File: src/rtl/traffic_light_multi_phase.sv
// ---------------------------------------------------------------------------
// traffic_light_multi_phase
//
// Purpose:
//   Multi-approach traffic-light controller. It serves NUM_DIRS approaches,
//   each with its own vehicle sensor, and hands the green between them in
//   round-robin order. Green, yellow and all-red intervals are timed in clock
//   cycles. Green has a minimum floor (MIN_GREEN) and, when another approach
//   is waiting, a maximum ceiling (MAX_GREEN). A parade/hold mode flag (M),
//   set by P and cleared by R, freezes the current green.
//
// Optional build macro:
//   TRAFFIC_PREEMPT_EN - adds the preempt / preempt_dir inputs. An active
//   preempt forces a handover to preempt_dir (ignoring MIN_GREEN and parade
//   mode) and holds that green for as long as preempt stays high.
//
// Ports:
//   clk          in   1             system clock, rising edge
//   NOT_RESET    in   1             asynchronous reset, active-low
//   traffic      in   NUM_DIRS      traffic[i]=1: vehicle waiting on approach i
//   P            in   1             parade request (sets M)
//   R            in   1             parade release (clears M, wins over P)
//   preempt      in   1             (TRAFFIC_PREEMPT_EN only) preemption request
//   preempt_dir  in   $clog2(N)     (TRAFFIC_PREEMPT_EN only) approach to serve
//   lights       out  2*NUM_DIRS    lights[2i+1:2i]: 10 green, 01 yellow, 00 red
//   active_dir   out  $clog2(N)     approach owning the green/yellow
//   M            out  1             parade mode active
// ---------------------------------------------------------------------------
module traffic_light_multi_phase #(
    parameter int NUM_DIRS      = 4,
    parameter int MIN_GREEN     = 5,
    parameter int MAX_GREEN     = 20,
    parameter int YELLOW_CYCLES = 3,
    parameter int ALLRED_CYCLES = 1
) (
    input  logic                        clk,
    input  logic                        NOT_RESET,
    input  logic [NUM_DIRS-1:0]         traffic,
    input  logic                        P,
    input  logic                        R,
`ifdef TRAFFIC_PREEMPT_EN
    input  logic                        preempt,
    input  logic [$clog2(NUM_DIRS)-1:0] preempt_dir,
`endif
    output logic [2*NUM_DIRS-1:0]       lights,
    output logic [$clog2(NUM_DIRS)-1:0] active_dir,
    output logic                        M
);

    localparam int DW = $clog2(NUM_DIRS);

    // The timer is shared by all three states, so it must be wide enough for
    // the longest interval. With the default parameters this is MAX_GREEN.
    localparam int TMAX_A = (MAX_GREEN > YELLOW_CYCLES) ? MAX_GREEN : YELLOW_CYCLES;
    localparam int TMAX   = (TMAX_A > ALLRED_CYCLES) ? TMAX_A : ALLRED_CYCLES;
    localparam int TW     = $clog2(TMAX + 1);

    localparam logic [TW-1:0] TIMER_SAT = TW'(TMAX);
    localparam logic [TW-1:0] MIN_LAST  = TW'(MIN_GREEN - 1);
    localparam logic [TW-1:0] MAX_LAST  = TW'(MAX_GREEN - 1);
    localparam logic [TW-1:0] Y_LAST    = TW'(YELLOW_CYCLES - 1);
    localparam logic [TW-1:0] AR_LAST   = TW'((ALLRED_CYCLES > 0) ? ALLRED_CYCLES - 1 : 0);

    // The unused encoding 2'b11 is caught by the default branch below and
    // steers the machine back to GREEN.
    typedef enum logic [1:0] {
        GREEN  = 2'b00,
        YELLOW = 2'b01,
        ALLRED = 2'b10
    } state_t;

    state_t          state, state_n;
    logic [TW-1:0]   timer, timer_n;
    logic [DW-1:0]   next_dir, next_dir_n;
    logic [DW-1:0]   active_dir_n;
    logic            mode, mode_n;

    logic [NUM_DIRS-1:0] others;
    logic                other_req;
    logic [DW-1:0]       rr_pick;
    logic                rr_found;
    logic                green_exit;
    logic                exit_normal;
    logic [DW-1:0]       handover_dir;
    logic [DW-1:0]       exit_dir;

    // Register bank: state, interval timer, the current and the latched next
    // approach, and the parade mode flag. Everything returns to "approach 0
    // green, timer cleared, no parade" on an asynchronous reset.
    always_ff @(posedge clk or negedge NOT_RESET) begin
        if (!NOT_RESET) begin
            state      <= GREEN;
            timer      <= '0;
            active_dir <= '0;
            next_dir   <= '0;
            mode       <= 1'b0;
        end else begin
            state      <= state_n;
            timer      <= timer_n;
            active_dir <= active_dir_n;
            next_dir   <= next_dir_n;
            mode       <= mode_n;
        end
    end

    assign M = mode;

    // Demand from any approach other than the one currently served.
    always_comb begin
        others             = traffic;
        others[active_dir] = 1'b0;
        other_req          = |others;
    end

    // Round-robin search: the first requesting approach after active_dir,
    // wrapping past the highest index back to 0.
    always_comb begin
        rr_pick  = active_dir;
        rr_found = 1'b0;
        for (int k = 1; k < NUM_DIRS; k++) begin
            int idx;
            idx = int'(active_dir) + k;
            if (idx >= NUM_DIRS) begin
                idx = idx - NUM_DIRS;
            end
            if (!rr_found && traffic[idx]) begin
                rr_pick  = DW'(idx);
                rr_found = 1'b1;
            end
        end
    end

    // Ordinary green-exit rule: the minimum green has elapsed, someone else is
    // waiting, no parade hold, and either this approach went idle or the
    // green has run to its ceiling.
    assign exit_normal = (timer >= MIN_LAST) && other_req && !mode &&
                         (!traffic[active_dir] || (timer >= MAX_LAST));

`ifdef TRAFFIC_PREEMPT_EN
    // Preemption toward a different approach ends the green at once; a
    // preemption naming the current approach pins the green in place.
    assign green_exit   = preempt ? (preempt_dir != active_dir) : exit_normal;
    assign exit_dir     = preempt ? preempt_dir : rr_pick;
    assign handover_dir = preempt ? preempt_dir : next_dir;
`else
    assign green_exit   = exit_normal;
    assign exit_dir     = rr_pick;
    assign handover_dir = next_dir;
`endif

    // Next-state logic. The timer is restarted on every state change and
    // otherwise counts up and sticks at its ceiling, so a long-held green
    // still remembers that MIN_GREEN and MAX_GREEN have passed.
    always_comb begin
        state_n      = state;
        timer_n      = (timer == TIMER_SAT) ? timer : timer + 1'b1;
        active_dir_n = active_dir;
        next_dir_n   = next_dir;
        mode_n       = R ? 1'b0 : (P ? 1'b1 : mode);

        case (state)
            GREEN: begin
                if (green_exit) begin
                    state_n    = YELLOW;
                    timer_n    = '0;
                    next_dir_n = exit_dir;
                end
            end
            YELLOW: begin
                next_dir_n = handover_dir;
                if (timer >= Y_LAST) begin
                    timer_n = '0;
                    if (ALLRED_CYCLES == 0) begin
                        state_n      = GREEN;
                        active_dir_n = handover_dir;
                    end else begin
                        state_n = ALLRED;
                    end
                end
            end
            ALLRED: begin
                next_dir_n = handover_dir;
                if (timer >= AR_LAST) begin
                    state_n      = GREEN;
                    timer_n      = '0;
                    active_dir_n = handover_dir;
                end
            end
            default: begin
                state_n = GREEN;
                timer_n = '0;
            end
        endcase
    end

    // Moore light decode: only the active approach can be non-red, and during
    // ALLRED (or an invalid state) every approach shows red.
    always_comb begin
        lights = '0;
        for (int i = 0; i < NUM_DIRS; i++) begin
            if (DW'(i) == active_dir) begin
                if (state == GREEN) begin
                    lights[2*i +: 2] = 2'b10;
                end else if (state == YELLOW) begin
                    lights[2*i +: 2] = 2'b01;
                end
            end
        end
    end

endmodule

File: config.mk
export PLATFORM = sky130hd
export DESIGN_NAME = traffic_light_multi_phase
export DESIGN_NICKNAME = d
export VERILOG_FILES = /design/src/rtl/traffic_light_multi_phase.sv
export SDC_FILE = /design/constraint.sdc
export NUM_CORES = 1
export LEC_CHECK = 0
export ABC_AREA = 1
export CAP_MARGIN = 30
export CORE_MARGIN = 2
export CORE_UTILIZATION = 44
export CTS_CLUSTER_DIAMETER = 120
export DETAILED_ROUTE_END_ITERATION = 8
export HOLD_SLACK_MARGIN = 0.1
export PLACE_DENSITY = 0.73
export SYNTH_ARGS = -nofsm -noshare
export SYNTH_HDL_FRONTEND = slang
export SYNTH_SLANG_ARGS = --single-unit
File: constraint.sdc
create_clock -name clk -period 1.55 [get_ports clk]
set_input_delay 0.2325 -clock clk [delete_from_list [all_inputs] [get_ports clk]]
set_output_delay 0.2325 -clock clk [all_outputs]
set_load 0.005 [all_outputs]
==> impl_metrics.prom, run 1 <==
# TYPE chip_impl_metric gauge
chip_impl_info{name="result_of_the_run",value="complete, no violations"} 1
chip_impl_info{name="hold_path.class",value="input pin to asynchronous set/reset pin"} 1
chip_impl_metric{name="grt_first_pass_wirelength",unit="um"} 3960
chip_impl_info{name="critPathSlowestCell",value="dfrtp_1"} 1
chip_impl_metric{name="clock_pin_slew_reported_for_the_worst_setup_and_hold_paths_after_clock_tree_synthesis",unit="ps"} 70
chip_impl_metric{name="grt.total_usage",unit="%"} 21.1
chip_impl_info{name="cp_cell_sequence",value="buf_4 > buf_4 > buf_4 > clkdlybuf4s15_1"} 1
chip_impl_metric{name="layout_setup_ws",unit="ps"} 22.8
chip_impl_metric{name="power.leakage",unit="nW"} 0.706
chip_impl_metric{name="detail_route.vias_per_cell",unit=""} 4.97
chip_impl_info{name="clock_tree_from_tritoncts",value="done"} 1
chip_impl_metric{name="netlist_instances",unit=""} 137
chip_impl_metric{name="timing.critical_path.buf_inv",unit=""} 4
chip_impl_metric{name="syn-num-nets",unit=""} 151
chip_impl_metric{name="clk-insertion-delay-late",unit="ps"} 270
chip_impl_metric{name="design.die.area",unit="mm2"} 0.00238
chip_impl_info{name="grt_setup_unrepaired",value="yes"} 1
chip_impl_metric{name="synth.mux.area_fraction",unit="%"} 1.13
chip_impl_metric{name="detail_route.iter0.violations",unit=""} 22
chip_impl_metric{name="detail_route.first_pass.iterations",unit=""} 4
chip_impl_metric{name="routed-via-count",unit=""} 993
chip_impl_metric{name="inserted_clock_buffers",unit=""} 3
chip_impl_metric{name="placementRows",unit=""} 16
chip_impl_metric{name="post_dp_cell_area",unit="mm2"} 0.00114
chip_impl_metric{name="die_w",unit="um"} 48.8
chip_impl_metric{name="yosys.area_share.simple",unit="%"} 39.7
chip_impl_metric{name="drc_errors",unit=""} 0
chip_impl_metric{name="vdd_ir_max",unit="mV"} 1.16
chip_impl_metric{name="yosys.cell_types.count",unit=""} 16
chip_impl_info{name="end_kind",value="output port"} 1
chip_impl_metric{name="dr_wl_met3",unit="um"} 170
chip_impl_metric{name="post_cts_hold_buffer_count",unit=""} 0
chip_impl_metric{name="fin_skew",unit="ps"} 3.19
chip_impl_info{name="layout_common_cells",value="43 x nand2_1, 21 x nor2_1, 13 x inv_1"} 1
chip_impl_metric{name="io_buffer_count",unit=""} 18
chip_impl_metric{name="routed_wire_length_per_instance",unit="um"} 11.8
chip_impl_metric{name="number_of_levels_in_the_clock_h_tree",unit=""} 1
chip_impl_metric{name="globalplace.congestion",unit=""} 0.837
chip_impl_metric{name="max_slew_margin",unit="%"} 63.8
chip_impl_metric{name="max_stage_delay",unit="ps"} 410
chip_impl_metric{name="die_y",unit="um"} 48.8
chip_impl_metric{name="design_area",unit="mm2"} 0.00127
chip_impl_metric{name="gr-total-overflow",unit=""} 0
chip_impl_metric{name="hold_viol_final",unit=""} 0
chip_impl_metric{name="synthToLayoutAreaGrowth",unit="%"} 44.2
chip_impl_info{name="highest_layer",value="met4"} 1
chip_impl_metric{name="synth_fa_ha_area_share",unit="%"} 8.50
chip_impl_info{name="start_kind",value="register"} 1
chip_impl_metric{name="timing.final.setup_violations",unit=""} 0
chip_impl_metric{name="fraction_of_the_mapped_netlist_area_in_compound_gates",unit="%"} 5.38
chip_impl_metric{name="dp_worst_setup_slack",unit="ps"} -25.5
chip_impl_metric{name="critical_path.max_fanout",unit=""} 4
chip_impl_info{name="crit_type",value="register to output port"} 1
chip_impl_metric{name="detailed_place_hpwl",unit="um"} 1630
chip_impl_metric{name="route.final.wire_length",unit="um"} 2360
chip_impl_metric{name="antenna_found_initial",unit=""} 0
chip_impl_metric{name="antenna-diode-count",unit=""} 0
chip_impl_metric{name="drive_above_1_share",unit="%"} 26.0
chip_impl_metric{name="cts_num_sinks",unit=""} 12
chip_impl_metric{name="wl_met1",unit="um"} 1020
chip_impl_info{name="mostFrequentLayoutCell",value="nand2_1"} 1
chip_impl_metric{name="synthesis.yosys.warnings",unit=""} 0
chip_impl_metric{name="core_region_area",unit="mm2"} 0.00192
chip_impl_metric{name="timing_worst_slew_pin_value",unit="ps"} 542
chip_impl_metric{name="timing_max_transition_violations_final",unit=""} 0
chip_impl_metric{name="fin_crit_sh",unit="%"} 98.5
chip_impl_metric{name="yosysSeqAreaShare",unit="%"} 34.0
chip_impl_metric{name="detailroute.wirelength.met2",unit="um"} 1120
chip_impl_info{name="cpLargestDelayFamily",value="buffers and inverters"} 1
chip_impl_metric{name="post_synthesis_share_of_cell_area_spent_on_xor_and_xnor_gates",unit="%"} 1.98
chip_impl_metric{name="power.total",unit="W"} 0.00253
chip_impl_metric{name="drt.antenna.violating_nets",unit=""} 0
chip_impl_metric{name="post_synthesis_mean_instance_area",unit="um2"} 6.45
chip_impl_info{name="cts_root_buffer",value="clkbuf_4"} 1
chip_impl_info{name="most_repeated_library_cell_on_the_critical_path",value="buf_4"} 1
chip_impl_metric{name="grt_start_max_net_pins",unit=""} 13
chip_impl_info{name="synth_top_family_by_area",value="simple AND/OR/NAND/NOR gates"} 1
chip_impl_metric{name="start_util",unit="%"} 46.0
chip_impl_metric{name="period_minus_slack",unit="ps"} 1530
chip_impl_metric{name="cts-root-to-sink-buffers",unit=""} 2
chip_impl_metric{name="yosys_register_bits",unit=""} 12
chip_impl_metric{name="synthesis.area",unit="um2"} 883
chip_impl_metric{name="power.density",unit="mW/mm2"} 1980
chip_impl_metric{name="design.final.nets",unit=""} 188
chip_impl_metric{name="io_pins",unit=""} 19
chip_impl_metric{name="critPathArrivalTime",unit="ps"} 1290
chip_impl_metric{name="maxCapViolations",unit=""} 0
chip_impl_metric{name="max_clock_freq",unit="GHz"} 0.655
chip_impl_metric{name="first_global_vias",unit=""} 931
chip_impl_metric{name="required_time_at_the_endpoint_of_the_critical_path",unit="ps"} 1320
Yosys cell counts, drive strengths merged:
library cell | number | area, um2
nand2 | 47 | 186
dfrtp | 12 | 300
mux2i | 1 | 10.0
inv | 22 | 82.6
o21ai | 3 | 15.0
ha | 6 | 75.1
nand3 | 11 | 55.1
nor3 | 2 | 10.0
xnor2 | 1 | 8.76
nand4 | 2 | 12.5
nor2 | 23 | 86.3
a21oi | 5 | 25.0
xor2 | 1 | 8.76
o21a | 1 | 7.51
path summary, 6_finish.rpt:
path | startpoint | end | slack, ps | cells past startpoint
min reg2reg | handover_dir[1]$_DFFE_PN0P_ | handover_dir[1]$_DFFE_PN0P_ | 490 | 2
min in group clk | handover_dir[1]$_DFFE_PN0P_ | handover_dir[1]$_DFFE_PN0P_ | 490 | 2
max | active_dir[1]$_DFFE_PN0N_ | active_dir[1] | 20 | 4
max in group asynchronous | NOT_RESET | active_dir[0]$_DFFE_PN0N_ | 850 | 1
min | NOT_RESET | handover_dir[1]$_DFFE_PN0P_ | 310 | 1
max reg2reg | active_dir[0]$_DFFE_PN0N_ | handover_dir[0]$_DFFE_PN0P_ | 50 | 12
worst reg2reg max path: stages, from the launching register on:
cell	delay [ps]
dfrtp_2	410
buf_6	140
buf_4	150
nand2_1	100
nand2_1	80
nand2_1	60
nand2_1	70
nand2_1	80
nand2_2	80
inv_2	80
nand2_2	70
nand2_1	50
nand2_1	40
flip-flops by register name, summed over array words and instances, names as in the netlist:
register and count:
timer 5, active_dir 2, handover_dir 2, state 2
M 1
per-stage QoR:
stage | hold slack (ps) | util, % | TNS (ps) | std cells
after global placement | 469 | 59.5 | 0 | 188
final | 313 | 66.3 | 0 | 200
after detailed placement | 475 | 59.5 | -43.5 | 188
after CTS | 323 | 63.7 | -82.4 | 198
after floorplan | -63.1 | - | 0 | 137
after global routing | 357 | 66.3 | -301 | 200
kinds of logic after synthesis:
kind of cell | Yosys count
AND/OR/NAND/NOR | 85
adder cells (fa/ha/maj) | 6
AO/OA/AOI/OAI | 9
XOR/XNOR | 2
buffers and inverters | 22
flip-flops | 12
multiplexers | 1
report_power, final:
| part | switching (W) | total, W | internal, W |
|---|---|---|---|
| registers | 0.000107 | 0.000546 | 0.000439 |
| logic | 0.000986 | 0.00178 | 0.000796 |
| clock network | 0.000100 | 0.000200 | 0.0000996 |
layer usage:
metal / GRT usage [%] / up-vias
met5: 0 / -
met4: 5.71 / 0
met3: 6.75 / 6
met2: 36.1 / 47
met1: 25.4 / 443
li1: - / 497
layout make-up:
cell class                      count  area, um2
Tap cell                           27       33.8
Clock buffer                        4       26.3
Timing Repair Buffer               32        259
Sequential cell                    12        302
Fill cell                         174        648
Inverter                           22       95.1
Multi-Input combinational cell    103        558
what timing repair did:
action,4_1_cts,5_1_grt
pin swaps,3,8
resized for setup,40,19
endpoints found under the setup margin,10,17
buffers inserted,6,2
(Power assumes the default switching activity.)
==> run 2: changes to the inputs <==
--- a/config.mk
+++ b/config.mk
@@ -7,12 +7,12 @@
 export LEC_CHECK = 0
 export ABC_AREA = 1
 export CAP_MARGIN = 30
-export CORE_MARGIN = 2
 export CORE_UTILIZATION = 44
 export CTS_CLUSTER_DIAMETER = 120
 export DETAILED_ROUTE_END_ITERATION = 8
 export HOLD_SLACK_MARGIN = 0.1
 export PLACE_DENSITY = 0.73
+export RECOVER_POWER = 100
 export SYNTH_ARGS = -nofsm -noshare
 export SYNTH_HDL_FRONTEND = slang
 export SYNTH_SLANG_ARGS = --single-unit
==> run 2 against run 1 <==
  * The run now ends with negative setup slack left
  * Sequential share of layout area shrank 0.46 points
  * Wire length is 4.9% lower
  * Via count is 1.7% lower
  * Critical endpoint is now handover_dir[1]$_DFFE_PN0P_
  * Highest routed layer unchanged
==> impl_metrics.prom, run 2 (synthesis results as in run 1) <==
# TYPE chip_impl_metric gauge
chip_impl_info{name="result_of_the_run",value="finished, violations left"} 1
chip_impl_info{name="failed_checks",value="negative setup slack"} 1
chip_impl_metric{name="post_cts_hold_buffer_count",unit=""} 0
chip_impl_metric{name="critPathArrivalTime",unit="ps"} 1760
chip_impl_metric{name="grt_start_max_net_pins",unit=""} 13
chip_impl_metric{name="globalplace.congestion",unit=""} 0.864
chip_impl_metric{name="power.share.combinational",unit="%"} 68.8
chip_impl_info{name="hold_path.class",value="input pin to asynchronous set/reset pin"} 1
chip_impl_metric{name="gr-total-overflow",unit=""} 0
chip_impl_metric{name="routed_wire_length_per_instance",unit="um"} 11.3
chip_impl_metric{name="inserted_clock_buffers",unit=""} 3
chip_impl_metric{name="fin_hold_ws",unit="ps"} 368
chip_impl_metric{name="clock_pin_slew_reported_for_the_worst_setup_and_hold_paths_after_clock_tree_synthesis",unit="ps"} 80
chip_impl_info{name="registers.top_by_ff_count",value="timer"} 1
chip_impl_info{name="end_kind",value="register"} 1
chip_impl_metric{name="total_internal_power",unit="W"} 0.00138
chip_impl_metric{name="first_global_vias",unit=""} 913
chip_impl_info{name="clock_tree_from_tritoncts",value="done"} 1
chip_impl_metric{name="timing.final.setup_violations",unit=""} 4
chip_impl_metric{name="start_util",unit="%"} 49.0
chip_impl_metric{name="max_slew_margin",unit="%"} 63.7
chip_impl_metric{name="core_region_area",unit="mm2"} 0.00180
chip_impl_info{name="cts_root_buffer",value="clkbuf_4"} 1
chip_impl_metric{name="max_clock_freq",unit="GHz"} 0.628
chip_impl_metric{name="grt.total_usage",unit="%"} 23.7
chip_impl_metric{name="largest_register_ffs",unit=""} 5
chip_impl_metric{name="detailed_place_hpwl",unit="um"} 1670
chip_impl_metric{name="layout_setup_ws",unit="ps"} -42.6
chip_impl_metric{name="switchingPower",unit="W"} 0.00120
chip_impl_metric{name="drt.antenna.violating_nets",unit=""} 0
chip_impl_metric{name="reg2reg_slack",unit="ps"} -40
chip_impl_metric{name="io_buffer_count",unit=""} 18
chip_impl_metric{name="fin_skew",unit="ps"} 7.47
chip_impl_metric{name="required_time_at_the_endpoint_of_the_critical_path",unit="ps"} 1720
chip_impl_metric{name="fillerInstances",unit=""} 169
chip_impl_info{name="crit_type",value="register to register"} 1
chip_impl_metric{name="detail_route.first_pass.iterations",unit=""} 4
chip_impl_metric{name="placementRows",unit=""} 15
chip_impl_metric{name="grt_first_pass_wirelength",unit="um"} 3650
chip_impl_metric{name="routed-via-count",unit=""} 976
chip_impl_metric{name="vdd_ir_max",unit="mV"} 1.21
chip_impl_metric{name="period_minus_slack",unit="ps"} 1590
chip_impl_metric{name="design.final.nets",unit=""} 189
chip_impl_metric{name="antenna_found_initial",unit=""} 0
chip_impl_metric{name="route.final.wire_length",unit="um"} 2240
chip_impl_metric{name="power.density",unit="mW/mm2"} 1980
chip_impl_info{name="mostFrequentLayoutCell",value="nand2_1"} 1
chip_impl_metric{name="power.leakage",unit="nW"} 0.720
chip_impl_metric{name="design.die.area",unit="mm2"} 0.00219
chip_impl_metric{name="die_y",unit="um"} 46.8
chip_impl_metric{name="timing_worst_slew_pin_value",unit="ps"} 542
chip_impl_metric{name="dp_worst_setup_slack",unit="ps"} -51.7
chip_impl_metric{name="timing_max_transition_violations_final",unit=""} 0
chip_impl_metric{name="critical_path.max_fanout",unit=""} 3
chip_impl_info{name="r2r-end",value="handover_dir[1]$_DFFE_PN0P_"} 1
chip_impl_metric{name="r2r_cells",unit=""} 13
chip_impl_metric{name="antenna-diode-count",unit=""} 0
chip_impl_metric{name="sw_frac_of_total",unit="%"} 46.5
chip_impl_info{name="crit_start",value="active_dir[0]$_DFFE_PN0N_"} 1
chip_impl_metric{name="io_pins",unit=""} 19
chip_impl_info{name="layout_common_cells",value="39 x nand2_1, 21 x nor2_1, 14 x inv_1"} 1
chip_impl_metric{name="detail_route.vias_per_cell",unit=""} 4.90
chip_impl_metric{name="detail_route.iter0.violations",unit=""} 14
chip_impl_metric{name="drive_above_1_share",unit="%"} 29.3
chip_impl_info{name="worst_r2r_startpoint",value="active_dir[0]$_DFFE_PN0N_"} 1
chip_impl_metric{name="finish.utilization",unit="%"} 72.1
chip_impl_metric{name="cts_num_sinks",unit=""} 12
chip_impl_metric{name="power.sequential.fraction",unit="%"} 21.3
chip_impl_metric{name="hold_viol_final",unit=""} 0
chip_impl_metric{name="clk-insertion-delay-late",unit="ps"} 280
chip_impl_metric{name="fin_crit_sh",unit="%"} 103
chip_impl_info{name="timing.critical_path.to",value="handover_dir[1]$_DFFE_PN0P_"} 1
chip_impl_info{name="start_kind",value="register"} 1
chip_impl_metric{name="drc_errors",unit=""} 0
chip_impl_metric{name="synthToLayoutAreaGrowth",unit="%"} 47.0
chip_impl_info{name="grt_setup_unrepaired",value="yes"} 1
chip_impl_metric{name="number_of_levels_in_the_clock_h_tree",unit=""} 1
chip_impl_metric{name="p_clk_share",unit="%"} 9.8
chip_impl_metric{name="cts-root-to-sink-buffers",unit=""} 2
chip_impl_metric{name="maxCapViolations",unit=""} 0
chip_impl_metric{name="die_w",unit="um"} 46.8
run 2: routing by layer:
metal | up-vias | GRT usage [%] | part of all wire (%)
met5 | - | 0 | 0
met4 | 0 | 6.29 | 0.71
met3 | 4 | 6.92 | 2.8
met2 | 13 | 39.7 | 51
met1 | 462 | 29.9 | 46
li1 | 497 | - | -
run 2: worst min-delay path by stage:
stage | slack, ps | cells past startpoint | endpoint | startpoint
global placement | 470 | 2 | handover_dir[1]$_DFFE_PN0P_ | handover_dir[1]$_DFFE_PN0P_
finish | 370 | 1 | timer[0]$_DFF_PN0_ | NOT_RESET
global route | 410 | 1 | timer[2]$_DFF_PN0_ | NOT_RESET
CTS | 310 | 1 | timer[0]$_DFF_PN0_ | NOT_RESET
floorplan | -60 | 0 | M$_DFFE_PN0P_ | NOT_RESET
detailed placement | 470 | 2 | handover_dir[0]$_DFFE_PN0P_ | handover_dir[0]$_DFFE_PN0P_
run 2: repair_timing:
action	4_1_cts	5_1_grt
resized for setup	43	19
setup buffers	7	1
hold endpoints to repair	0	0
setup endpoints to repair	10	16
pin swaps	3	8
run 2: final cells by class:
cell class	count	area [um2]	share of cell area, %
repair buffers	33	265	20.4
inverters	22	95.1	7.32
clock buffers	4	36.3	2.79
flip-flops and latches	12	302	23.2
multi-input cells	103	569	43.8
well taps	25	31.3	2.41
run 2: critical path, stage by stage, from the launching register on:
cell and delay [ps]:
dfrtp_2 410, buf_6 120, buf_6 110, ha_4 150, inv_4 50, nand2_2 40
o21ai_1 80, nor2_1 60, nor2_1 130, nand2_2 90, inv_2 90, nand2_4 70
nand2_2 50, nand2_1 40
run 2: power groups by stage:
stage	Sequential, W	Combinational, W	Clock [W]
global route	0.000562	0.00199	0.000276
floorplan	0.000556	0.000893	0
detailed placement	0.000558	0.00145	0
global placement	0.000555	0.00142	0
finish	0.000550	0.00177	0.000253
CTS	0.000540	0.00161	0.000256
run 2: stage by stage:
stage / instances / total power, W / instance area [um2] / TNS (ps)
4_1_cts: 198 / 0.00241 / 1240 / -101
5_1_grt: 199 / 0.00283 / 1300 / -675
2_1_floorplan: 137 / 0.00145 / 885 / 0
6_report: 199 / 0.00258 / 1300 / -108
3_3_place_gp: 187 / 0.00197 / 1150 / -94.8
3_5_place_dp: 187 / 0.00201 / 1150 / -233
==> patch 1 (flow settings as in run 2) <==
Build with the macro `TRAFFIC_PREEMPT_EN` defined.
--- a/src/rtl/traffic_light_multi_phase.sv
+++ b/src/rtl/traffic_light_multi_phase.sv
@@ -26,6 +26,8 @@
 //   active_dir   out  $clog2(N)     approach owning the green/yellow
 //   M            out  1             parade mode active
 // ---------------------------------------------------------------------------
+`define TRAFFIC_PREEMPT_EN
+
 module traffic_light_multi_phase #(
     parameter int NUM_DIRS      = 4,
     parameter int MIN_GREEN     = 5,
Interface: changed (added preempt and preempt_dir); port bits go from 19 to 22. The function was not compared with the original's and may differ.
==> patch 1 against run 2 <==
Design area increased by 39%; worst setup slack got worse by 0.10 ns; synthesized area increased by 25%; first-iteration DRC count increased by 110%; sequential cell count unchanged; the run still ends with setup timing left; via count increased by 27%; clock power decreased by 5%; power increased by 39%; routed wire length increased by 39%; sequential power about the same; global-route usage increased by 1.3 points; largest power group unchanged.
==> patch 1: results (changes against run 2) <==
[setup_path]
worstPathArrival_ns = 1.85  ; was 1.76 ns
slowest_delay_ns = 0.45  ; was 0.41 ns
worstPathMaxFanout = 7  ; was 3
slowest_stage = dfrtp_2  ; unchanged

[yosys]
synth_common_cells = 59 x nand2_1, 33 x inv_1, 24 x nor2_1, 12 x dfrtp_1, 11 x nand3_1  ; was 43 x nand2_1, 23 x nor2_1, 20 x inv_1, 12 x dfrtp_1, 11 x nand3_1
synthDistinctLibCells = 22  ; was 16
syn-num-nets = 198  ; was 151
async_flop_share_pct = 100  ; unchanged
synth_area_leaders = dfrtp_1 27%, nand2_1 20%, ha_1 11%  ; was dfrtp_1 34%, nand2_1 18%, nor2_1 9.8%
synth_seq_area_share_pct = 27.3  ; was 34.0%
synth_flop_cell = dfrtp_1  ; unchanged
synth_warnings = 0  ; unchanged
syn_inst = 177  ; was 137

[run_status]
status = finished with violations  ; unchanged
violations = setup timing  ; unchanged

[placed_design]
place_congestion = 0.920  ; was 0.864
dpl.hpwl_um = 2020  ; was 1670 um
dp_worst_setup_slack_ns = -0.0600  ; was -0.0517 ns
port_buffers = 21  ; was 18
numPlacedInstances = 235  ; was 187

[power]
ir_worst_vdd_mv = 1.33  ; was 1.21 mV
leakagePower_nw = 0.973  ; was 0.720 nW

[cells_and_area]
drive_above_1_share_pct = 39.9  ; was 29.3%
largest_register_ffs = 5  ; unchanged
diodes = 0  ; unchanged
final_nets = 250  ; was 189
largest-register = timer  ; unchanged

[routing]
via_count = 1238  ; was 976
dr.pass1.iters = 4  ; unchanged
wl_um = 3110  ; was 2240 um
drt_iter0_drc = 29  ; was 14
via_per_inst = 4.84  ; was 4.90

[clocking]
cts_buffers = 3  ; unchanged
htree_levels = 1  ; unchanged
path_clk_slew_ns = 0.08  ; about the same
clock_tree.buffer_depth = 2  ; unchanged
cts-root-buf = clkbuf_4  ; unchanged
insertion_delay_ns = 0.27

[sta]
setup_slack_ns = -0.146  ; was -0.0426 ns
setup_viol = 10  ; was 4
fin_setup_tns_ns = -0.764  ; was -0.108 ns
fin_skew_ns = 0.00810  ; was 0.00747 ns
tightest_slew_ns = 0.544  ; was 0.542 ns

[global_routing]
grt_usage_pct = 25.0  ; was 23.7%
antenna_found_initial = 0  ; unchanged
grt_max_degree = 13  ; unchanged
grt_pass1_wl_um = 5040  ; was 3650 um

[hold_path]
worst_hold_path_type = input pin to asynchronous set/reset pin  ; unchanged

[patch 1: cell count changes in the layout (fill, tap and decap cells not counted), sizes merged, moves of 3 or more]
cell / change
ha: +4
clkbuf: +5
clkdlybuf4s50: +3
inv: +13
buf: +8
nand2: +15
[patch 1: what timing repair did]
item,in CTS,in global routing
buffers inserted,13,7
hold buffers,0,0
setup endpoints to repair,19,17
resized for setup,63,42
pin swaps,21,25
[patch 1: final timing paths]
path | startpoint | endpoint | slack, ns | depth (start not counted)
min in group clk | R | M | 0.50 | 2
setup / recovery | active_dir[0] | state[1] | -0.15 | 14
hold / removal | NOT_RESET | timer[0] | 0.38 | 1
max in group asynchronous | NOT_RESET | active_dir[0] | 0.78 | 1
hold reg to reg | next_dir[0] | next_dir[0] | 0.54 | 2
setup reg to reg | active_dir[0] | state[1] | -0.15 | 14
[patch 1: where the power goes]
| part | internal (mW) | leakage [nW] | switching (mW) |
|---|---|---|---|
| Combinational | 1.32 | 0.803 | 1.47 |
| Clock | 0.143 | 0.0210 | 0.0984 |
| Sequential | 0.431 | 0.148 | 0.118 |
[patch 1: cell type report]
type / instances / area [um2]
clock buffers: 4 / 36.3
fillers: 161 / 470
inverters: 36 / 153
multi-input cells: 128 / 850
flip-flops and latches: 12 / 303
well taps: 28 / 35.0
repair buffers: 48 / 429
[patch 1: cells by family (layout without fill, tap and decap cells)]
logic type               after synthesis  after routing  synth area share (%)
XOR/XNOR                               2              2                  1.59
buffers and inverters                 37             88                  13.5
AO/OA/AOI/OAI                         12             12                  6.36
flip-flops                            12             12                  27.3
adder cells (fa/ha/maj)               10             10                  11.4
AND/OR/NAND/NOR                      104            104                  39.9
[patch 1: critical path: cells and delay by family (launching register included)]
kind            cells  cell delay [ns]
compound gates      1             0.04
fa+ha+maj           1             0.13
buf+inv             4             0.31
flops               1             0.45
simple gates        8             0.65
[patch 1: metal layers]
layer / share of wire (%) / vias to the layer above / routed length, um / GRT usage [%]
met3: 2.2 / 2 / 68 / 1.75
li1: - / 639 / - / -
met5: 0 / - / 0 / 0
met1: 43 / 573 / 1340 / 29.8
met2: 55 / 24 / 1700 / 48.3
met4: 0.19 / 0 / 6 / 4.50
[patch 1: stage by stage]
step,util [%],instance area [um2],hold slack [ns]
final,79.3,1810,0.380
after global routing,79.3,1810,0.407
after CTS,75.0,1710,0.314
after detailed placement,62.0,1410,0.516
after global placement,62.0,1410,0.512
after floorplan,-,1100,-0.0631
==> patch 2 (flow settings as in run 2) <==
Made on the original files. Register the output `M` once more, cleared by the reset; this adds one clock of latency there. The other outputs are not delayed to match.
--- a/src/rtl/traffic_light_multi_phase.sv
+++ b/src/rtl/traffic_light_multi_phase.sv
@@ -103,7 +103,13 @@
         end
     end
 
-    assign M = mode;
+    always_ff @(posedge clk or negedge NOT_RESET) begin
+        if (!NOT_RESET) begin
+            M <= '0;
+        end else begin
+            M <= mode;
+        end
+    end
 
     // Demand from any approach other than the one currently served.
     always_comb begin
Behaviour: not the same (Yosys sat finds a counterexample within 4 cycles, from zero or initial values and one cycle with NOT_RESET low).
==> patch 2 against run 2 <==
The flow still finishes with violations (setup timing); power increased by 6.9%; worst setup slack worse by 0.025 ns; worst hold slack improved by 0.016 ns; synthesized area rose by 4.7%; clock skew is 0.0058 ns lower; routed wire length is 25% higher; sequential cell count is 1 higher; design area rose by 3.0%; count of clock-buffer cells in the layout decreased by 1; critical path type unchanged; critical endpoint unchanged.
==> patch 2: results (changes against run 2) <==
[run_status]
status = finished with violations  ; unchanged
violations = setup timing  ; unchanged

[setup_path]
worstPathArrival_ns = 1.79  ; was 1.76 ns
slowest_delay_ns = 0.44  ; was 0.41 ns
slowest_stage = dfrtp_2  ; unchanged
worstPathMaxFanout = 3  ; unchanged
rr_endpoint = handover_dir[1]  ; unchanged
path_class = register to register  ; unchanged

[yosys]
synthMuxAreaShare_pct = 0  ; was 1.13%
yosys.area_share.adder_pct = 8.12  ; was 8.50%
synth_area_leaders = dfrtp_1 35%, nand2_1 17%, nor2_1 8.5%  ; was dfrtp_1 34%, nand2_1 18%, nor2_1 9.8%
synth_compound_area_share_pct = 6.36  ; was 5.38%
synthDistinctLibCells = 20  ; was 16
synth_common_cells = 41 x nand2_1, 21 x nor2_1, 19 x inv_1, 13 x dfrtp_1, 12 x nand3_1  ; was 43 x nand2_1, 23 x nor2_1, 20 x inv_1, 12 x dfrtp_1, 11 x nand3_1
async_flop_share_pct = 100  ; unchanged
synth_xor_area_share_pct = 1.89  ; was 1.98%
synth_seq_area_share_pct = 35.2  ; was 34.0%
synth_warnings = 0  ; unchanged

[cells_and_area]
largest-register = timer  ; unchanged
regArea_um2 = 327  ; was 302 um2
fill_cells = 175  ; was 169
drive_above_1_share_pct = 32.4  ; was 29.3%
diodes = 0  ; unchanged
final_nets = 188  ; was 189

[placed_design]
place_area_um2 = 1170  ; was 1150 um2
dp_worst_setup_slack_ns = -0.112  ; was -0.0517 ns
place_congestion = 0.831  ; was 0.864
port_buffers = 18  ; unchanged
dpl.hpwl_um = 1750  ; was 1670 um

[power]
p_seq_uw = 572  ; was 550 uW
pwr-share-seq_pct = 20.8  ; was 21.3%
p_comb_mw = 1.98  ; was 1.77 mW
power_switching_mw = 1.34  ; was 1.20 mW
ir_worst_vdd_mv = 1.08  ; was 1.21 mV
leakagePower_nw = 0.704  ; was 0.720 nW

[routing]
drt_iter0_drc = 16  ; was 14
via_count = 1042  ; was 976
wl_um = 2800  ; was 2240 um

[global_routing]
grt_usage_pct = 23.6  ; was 23.7%
grt_pass1_vias = 847  ; was 913
grt_max_degree = 14  ; was 13
grt_pass1_wl_um = 3660  ; was 3650 um

[hold_path]
worst_hold_path_type = input pin to asynchronous set/reset pin  ; unchanged

[clocking]
cts_setup_buffers = 6  ; was 7
insertion_delay_ns = 0.27
cts_buffers = 3  ; unchanged
path_clk_slew_ns = 0.08  ; about the same
post_cts_resized = 51  ; was 43

[sta]
fin_skew_ns = 0.00164  ; was 0.00747 ns
setup_slack_ns = -0.0680  ; was -0.0426 ns
setup_viol = 9  ; was 4
fin_setup_tns_ns = -0.311  ; was -0.108 ns
tightest_slew_ns = 0.571  ; was 0.542 ns

==> patch 2: cell types whose count changed in the layout (fill, tap and decap cells not counted), sizes merged, moves of 2 or more <==
cell,run 2,this run
a21boi,0,2
dlygate4sd2,3,1
nor2,23,21
nand4,2,4
nand2,47,44
==> patch 2: cell type report <==
type | instances | area share [%]
clock buffers | 3 | 1.68
clock inverters | 1 | 0.374
inverters | 21 | 6.83
multi-input cells | 102 | 44.2
flip-flops and latches | 13 | 24.4
well taps | 27 | 2.53
repair buffers | 33 | 19.9
==> patch 2: layer usage <==
| metal | vias to the layer above | share of wire, % | GRT usage (%) |
|---|---|---|---|
| met5 | - | 0 | 0 |
| met4 | 0 | 3.0 | 7.78 |
| met3 | 14 | 6.4 | 5.28 |
| met2 | 55 | 52 | 41.9 |
| met1 | 471 | 39 | 28.0 |
| li1 | 502 | - | - |
==> patch 2: stage by stage <==
step	hold WS [ns]	instances
floorplan	-0.0631	137
global placement	0.392	187
detailed placement	0.399	187
CTS	0.336	197
global route	0.436	200
finish	0.385	200
